===== src/rtl/uart_pkg.sv =====
// Shared UART definitions: state encoding and default link parameters.
// The transmitter and receiver both import this package.
package uart_pkg;

  localparam int unsigned DefaultClksPerBit = 10417;
  localparam int unsigned DefaultDataBits   = 8;
  localparam int unsigned StateW            = 3;

  typedef enum logic [StateW-1:0] {
    StIdle      = 3'd0,
    StStart     = 3'd1,
    StData      = 3'd2,
    StStop      = 3'd3,
    StBreakWait = 3'd4
  } uart_state_e;

endpackage


===== src/rtl/uart_rx_sync.sv =====
// Two-flop synchronizer for the asynchronous serial line.
// Resets to 1 so the line looks idle immediately after reset.
module uart_rx_sync (
  input  logic clk_i,
  input  logic reset_i,
  input  logic rx_i,
  output logic rx_s_o
);

  logic [1:0] sync_q, sync_d;

  always_comb begin
    sync_d = {sync_q[0], rx_i};
  end

  always_ff @(posedge clk_i) begin
    if (reset_i) begin
      sync_q <= 2'b11;
    end else begin
      sync_q <= sync_d;
    end
  end

  assign rx_s_o = sync_q[1];

endmodule


===== src/rtl/uart_receiver.sv =====
// 8N1 UART receiver: finds the start bit, samples each bit mid-period,
// strobes data_valid on a good stop bit and framing_error on a bad one.
module uart_receiver
  import uart_pkg::*;
#(
  parameter int unsigned CLKS_PER_BIT = DefaultClksPerBit,
  parameter int unsigned DATA_BITS    = DefaultDataBits
) (
  input  logic                 clk,
  input  logic                 reset,
  input  logic                 rx_in,
  output logic [DATA_BITS-1:0] data_out,
  output logic                 data_valid,
  output logic                 framing_error,
  output logic                 busy
);

  localparam int unsigned CntW = $clog2(CLKS_PER_BIT);
  localparam int unsigned IdxW = $clog2(DATA_BITS + 1);
  localparam logic [CntW-1:0] Half    = CntW'((CLKS_PER_BIT - 1) / 2);
  localparam logic [CntW-1:0] LastCnt = CntW'(CLKS_PER_BIT - 1);
  localparam logic [IdxW-1:0] LastIdx = IdxW'(DATA_BITS - 1);

  if (CLKS_PER_BIT < 4) begin : g_bad_clks_per_bit
    $error("uart_receiver: CLKS_PER_BIT must be at least 4");
  end
  if (DATA_BITS < 2) begin : g_bad_data_bits
    $error("uart_receiver: DATA_BITS must be at least 2");
  end

  logic rx_s;

  uart_rx_sync u_rx_sync (
    .clk_i   (clk),
    .reset_i (reset),
    .rx_i    (rx_in),
    .rx_s_o  (rx_s)
  );

  uart_state_e          state_q, state_d;
  logic [CntW-1:0]      cnt_q, cnt_d;
  logic [IdxW-1:0]      idx_q, idx_d;
  logic [DATA_BITS-1:0] shift_q, shift_d;
  logic [DATA_BITS-1:0] data_q, data_d;
  logic                 valid_q, valid_d;
  logic                 fe_q, fe_d;

  always_comb begin
    state_d = state_q;
    cnt_d   = cnt_q;
    idx_d   = idx_q;
    shift_d = shift_q;
    data_d  = data_q;
    valid_d = 1'b0;
    fe_d    = 1'b0;

    case (state_q)
      StIdle: begin
        cnt_d = '0;
        idx_d = '0;
        if (!rx_s) begin
          state_d = StStart;
        end
      end

      StStart: begin
        if (cnt_q == Half) begin
          cnt_d = '0;
          if (!rx_s) begin
            idx_d   = '0;
            state_d = StData;
          end else begin
            // Line went back high before mid start bit: a glitch, not a frame.
            state_d = StIdle;
          end
        end else begin
          cnt_d = cnt_q + CntW'(1);
        end
      end

      StData: begin
        if (cnt_q == LastCnt) begin
          cnt_d   = '0;
          // LSB arrives first, so shifting in at the top leaves it in bit 0.
          shift_d = {rx_s, shift_q[DATA_BITS-1:1]};
          idx_d   = idx_q + IdxW'(1);
          if (idx_q == LastIdx) begin
            state_d = StStop;
          end
        end else begin
          cnt_d = cnt_q + CntW'(1);
        end
      end

      StStop: begin
        if (cnt_q == LastCnt) begin
          cnt_d = '0;
          if (rx_s) begin
            data_d  = shift_q;
            valid_d = 1'b1;
            state_d = StIdle;
          end else begin
            fe_d    = 1'b1;
            state_d = StBreakWait;
          end
        end else begin
          cnt_d = cnt_q + CntW'(1);
        end
      end

      StBreakWait: begin
        // A held-low line must not be decoded as a stream of zero bytes.
        cnt_d = '0;
        idx_d = '0;
        if (rx_s) begin
          state_d = StIdle;
        end
      end

      default: begin
        state_d = StIdle;
        cnt_d   = '0;
        idx_d   = '0;
      end
    endcase
  end

  always_ff @(posedge clk) begin
    if (reset) begin
      state_q <= StIdle;
      cnt_q   <= '0;
      idx_q   <= '0;
      shift_q <= '0;
      data_q  <= '0;
      valid_q <= 1'b0;
      fe_q    <= 1'b0;
    end else begin
      state_q <= state_d;
      cnt_q   <= cnt_d;
      idx_q   <= idx_d;
      shift_q <= shift_d;
      data_q  <= data_d;
      valid_q <= valid_d;
      fe_q    <= fe_d;
    end
  end

  assign data_out      = data_q;
  assign data_valid    = valid_q;
  assign framing_error = fe_q;
  assign busy          = (state_q != StIdle);

endmodule


===== config.mk =====
export PLATFORM = sky130hd
export DESIGN_NAME = uart_receiver
export DESIGN_NICKNAME = d
export VERILOG_FILES = /design/src/rtl/uart_pkg.sv /design/src/rtl/uart_rx_sync.sv /design/src/rtl/uart_receiver.sv
export SDC_FILE = /design/constraint.sdc
export NUM_CORES = 1
export LEC_CHECK = 0
export CELL_PAD_IN_SITES_DETAIL_PLACEMENT = 1
export CELL_PAD_IN_SITES_GLOBAL_PLACEMENT = 2
export CORE_AREA = 2 2 75 77
export CTS_CLUSTER_SIZE = 30
export DETAILED_ROUTE_END_ITERATION = 8
export DIE_AREA = 0 0 77 79
export GPL_TIMING_DRIVEN = 0
export PLACE_DENSITY_LB_ADDON = 0.1
export SYNTH_ARGS = -nofsm -noshare
export SYNTH_HDL_FRONTEND = slang
export SYNTH_HIERARCHICAL = 1
export SYNTH_SLANG_ARGS = --single-unit

===== constraint.sdc =====
create_clock -name clk -period 5.85 [get_ports clk]
set_input_delay 1.17 -clock clk [delete_from_list [all_inputs] [get_ports clk]]
set_output_delay 1.17 -clock clk [all_outputs]
set_load 0.05 [all_outputs]

After elaboration in Yosys (flattened, before gate mapping) --
Cells that the tools add are included.
Word-level totals: flip-flop bits (word level) 41, bits of input ports 3, output and inout bits 11
Operators by class: $add $sub $neg 2, equality and inequality tests 14, muxes and demuxes 18, bitwise gates (word level) 2, reduce and logical (&&, ||, !) cells 8
Operators with widths (number):
- 14-bit 2-to-1 mux | 2
- 14-bit one-hot mux with 2 select lines | 1
- 3-bit 2-to-1 mux | 7
- 3-bit one-hot mux with 5 select lines | 1
- 14-bit by 1-bit adder with 14-bit output, second input constant | 1
- 14-bit by 13-bit == test with 1-bit output, second input constant | 1
- 14-bit == test, second input constant | 1
- 4-bit 2-to-1 mux | 3
- 2-bit inequality test, second input constant | 6
- 4-bit one-hot mux with 3 select lines | 1
- 3-bit by 2-bit == test with 1-bit output, second input constant | 2
- 6-bit AND reduction | 1
- 4-bit by 1-bit adder with 4-bit output, second input constant | 1
- 4-bit by 3-bit == test with 1-bit output, second input constant | 1
- 4-bit AND reduction | 1
- 3-bit by 1-bit == test with 1-bit output, second input constant | 1
- 3-bit == test, second input constant | 1
- 3-bit logical NOT | 1
- 3-bit AND reduction | 1
- 3-bit nonzero test | 1
- 3-bit OR reduction | 1
- 1-bit 2-to-1 mux | 2
- 2-bit 2-to-1 mux | 1
- 2-bit by 1-bit inequality test with 1-bit output, second input constant | 1
- 3 further kinds | 4

Longest topological paths before layout --
word-level depth 4, gate-level depth with buffers 8

Hierarchy --
The synthesis kept the hierarchy.
By module, submodules not included:
- uart_receiver | instances 1, cells an instance 215, area each 1905.6 um^2, seq. area each 780.7 um^2
- uart_rx_sync | instances 1, cells an instance 4, area each 52.6 um^2, seq. area each 40.0 um^2

Worst setup path before layout --
Ideal clock, no wire load.
path kind register to output, start point reg state_q[0], end point out busy, arrival time 1035 ps, path slack 3645 ps, cell stages (with the launch flop) 3, buffers on the path 1, cell sequence dfxtp_1 > clkbuf_1 > or3_1
On the way: cells in the longest elaborated chain, start to end 1
Ends and longest elaborated chain:
- start, declared | RTL line uart_receiver.sv:40 | uart_state_e state_q, state_d;
- start signal, assigned | RTL line uart_receiver.sv:130 | state_q <= StIdle;
- start signal, assigned | RTL line uart_receiver.sv:138 | state_q <= state_d;
- 3-bit nonzero test | RTL line uart_receiver.sv:151 | assign busy = (state_q != StIdle);
- end, declared | RTL line uart_receiver.sv:15 | output logic busy
Every way passes these cells.

Worst setup path after layout --
Ends and elaborated chain as after synthesis.

==> impl_metrics.py <==
metrics = {
    "outcome": {
        "status": "finished clean",
    },
    "cts": {
        "ctsHoldBuffers": 0,
        "cts.sinks": 41,
        "clk_latency_ns": 0.29,
        "clockBufferDepth": 2,
        "clk_pin_slew_worst_paths_ns": 0.08,
        "clockRootBuffer": "clkbuf_8",
        "htreeDepth": 2,
        "cts_buffers": 5,
        "cts_tree": "done",
        "cts.repair.resized": 0,
        "cts_setup_buffers": 0,
    },
    "timing": {
        "holdWs_ns": 0.422,
        "rsz0062_at_grt": "false",
        "hold_viol_final": 0,
        "tns_ns": 0,
        "drv_slew": 0,
        "worstMarginPinSlew_ns": 0.704,
        "finalSetupViolCount": 0,
        "post-route-period-util_pct": 53.4,
        "period_needed_ns": 3.13,
        "worst_slew_margin_rel_pct": 52.4,
        "fmax_ghz": 0.320,
        "fin_skew_ns": 0.00306,
    },
    "die": {
        "die-area_um2": 6080,
        "core.rowCount": 27,
        "die_h_um": 79,
        "start_util_pct": 36.7,
        "coreArea_um2": 5340,
        "io-pin-count": 14,
        "die_w_um": 77,
    },
    "pwr": {
        "peakVddDrop_uv": 104,
        "powerDensity_nw_per_um2": 212,
        "leakagePower_uw": 0.000696,
    },
    "routing": {
        "postRouteWirelength_um": 5000,
        "drc": 0,
        "viasPerCell": 5.56,
        "avgRoutedWirePerCell_um": 16.0,
        "drt-initial-drc-count": 99,
        "drt_first_pass_iters": 4,
        "dr_total_vias": 1735,
        "postRouteAntennaNets": 0,
    },
    "global_routing": {
        "busiest_layer": "met2",
        "grtUsageMet2_pct": 29.9,
        "antenna_found_initial": 0,
        "grt_pass1_wl_um": 8540,
        "grt_usage_pct": 17.5,
        "grtUsageMet1_pct": 21.4,
        "grt_max_degree": 13,
        "grt_pass1_vias": 1819,
        "overflow": 0,
        "gr-usage-met3_pct": 4.09,
    },
    "finish": {
        "multi_input_area_um2": 1040,
        "layout.nets": 245,
        "synthToLayoutAreaGrowth_pct": 15.5,
        "drive_above_1_share_pct": 11.3,
        "fill_cells": 650,
        "seqCellArea_um2": 821,
        "antenna_cells": 0,
    },
    "synthesis": {
        "synth_area_per_cell_um2": 8.94,
        "yosysTopAreaCellShare_pct": 41.9,
        "syn_area_um2": 1960,
        "yosys_most_used_dff": "dfxtp_1",
        "synth_area_leaders": "dfxtp_1, nand3_1, a21oi_1, nor3_1, o21ai_2",
        "synth_fp_nets": 225,
        "synth_area_leader_cell": "dfxtp_1",
        "synth_edf_count": 0,
        "yosysWarnings": 6,
        "synthCells": 219,
        "synth.distinct_cells": 49,
        "ys_seq_area_share_pct": 41.9,
        "ys_ff_latch": 41,
        "ys_async_sr_fraction_pct": 0,
    },
    "worst_setup_path": {
        "endpoint_kind": "primary output",
        "start_kind": "flip-flop",
        "worstSetupPathType": "flip-flop to primary output",
        "cp.required_ns": 4.68,
        "critPathArrivalTime_ns": 1.96,
        "worstPathMaxFanout": 10,
    },
    "placed_design": {
        "gp_congestion": 0.789,
        "port_buffers": 13,
        "dp_hpwl_um": 3730,
    },
    "job": {
        "maxCapViolCount": 0,
    },
    "worst_hold_path": {
        "hold_path_class": "flip-flop to flip-flop",
    },
}
==> report_power, final <==
group | internal (uW) | switching (uW) | leakage, uW | total [uW]
combinational | 5.49 | 13.6 | 0.000320 | 19.1
clock | 82.8 | 97.0 | 0.0000450 | 180
sequential | 280 | 0.715 | 0.000331 | 280
==> logic make-up (layout without fill, tap and decap cells) <==
group,Yosys count,after routing,share of synthesized area [%]
AO/OA/AOI/OAI,46,46,14.8
AND/OR/NAND/NOR,96,96,30.2
XOR/XNOR,11,11,4.92
adder cells (fa/ha/maj),3,3,1.92
flip-flops,41,41,41.9
multiplexers,2,2,1.02
buffers and inverters,20,41,5.18
==> sequential cells by signal, summed over array words and instances, names as in the netlist <==
| signal | count |
|---|---|
| data_valid | 1 |
| framing_error | 1 |
| u_rx_sync/sync_q | 2 |
| shift_q | 8 |
| state_q | 3 |
| idx_q | 4 |
| cnt_q | 14 |
| data_out | 8 |
==> routing by layer <==
layer	vias to the layer above	part of all wire, %
met1	854	47
met5	-	0
met3	6	3.0
li1	844	-
met2	31	49
met4	0	1.8
==> synth_stat cells, types with 4 or more instances <==
cell type  number
nand2b_1        4
nor2_1          8
nor3_1         16
inv_1           5
nand4_1         5
clkbuf_1       10
o21ai_2         7
a31oi_1         4
a21oi_1        17
nand3_1        22
xnor2_1         7
nor3b_1         4
dfxtp_1        41
nand2_1         6
xor2_1          4
o21ai_0         8
==> cells in the final DEF, fill, tap and decap left out, types with 3 or more instances in the layout <==
cell,n
nor3b_1,4
o21ai_0,8
a21oi_1,17
nor2_1,8
nand2_1,6
nand4_1,5
dfxtp_1,41
ha_1,3
clkbuf_1,11
inv_1,5
a31oi_1,4
xor2_1,4
or3_1,3
a211oi_1,3
nor3_1,16
and3_1,3
o21ai_2,7
nand2b_1,4
clkbuf_8,5
clkdlybuf4s50_1,13
nand3_1,22
xnor2_1,7
==> through the flow <==
stage	power (uW)	worst slack, ns	std cells	util [%]	area [um2]
6_report	479	2.72	312	42.4	2260
5_1_grt	502	2.64	312	42.4	2260
4_1_cts	485	2.72	312	42.4	2260
3_5_place_dp	306	2.88	304	40.8	2180
3_3_place_gp	306	2.90	304	40.8	2180
2_1_floorplan	299	3.65	219	-	1960
==> area by class of cell <==
type	count	share of cell area, %
Tap cell	72	3.98
Inverter	6	0.996
Buffer	14	3.49
Timing Repair Buffer	13	5.76
Multi-Input combinational cell	158	45.8
Clock inverter	2	0.443
Sequential cell	41	36.3
Clock buffer	6	3.21
==> critical path, stage by stage, from the launching register on <==
cell             delay, ns
dfxtp_1               0.34
clkbuf_1              0.36
or3_1                 0.18
clkdlybuf4s50_1       0.79
==> worst paths after layout <==
check        slack (ns)                 from                   to  depth (start not counted)
max                2.72           state_q[0]                 busy                          3
min                0.42  u_rx_sync/sync_q[0]  u_rx_sync/sync_q[1]                          1
max reg2reg        3.39             cnt_q[0]             cnt_q[6]                          7
min reg2reg        0.42  u_rx_sync/sync_q[0]  u_rx_sync/sync_q[1]                          1
Power figures use the tool's default switching activity.
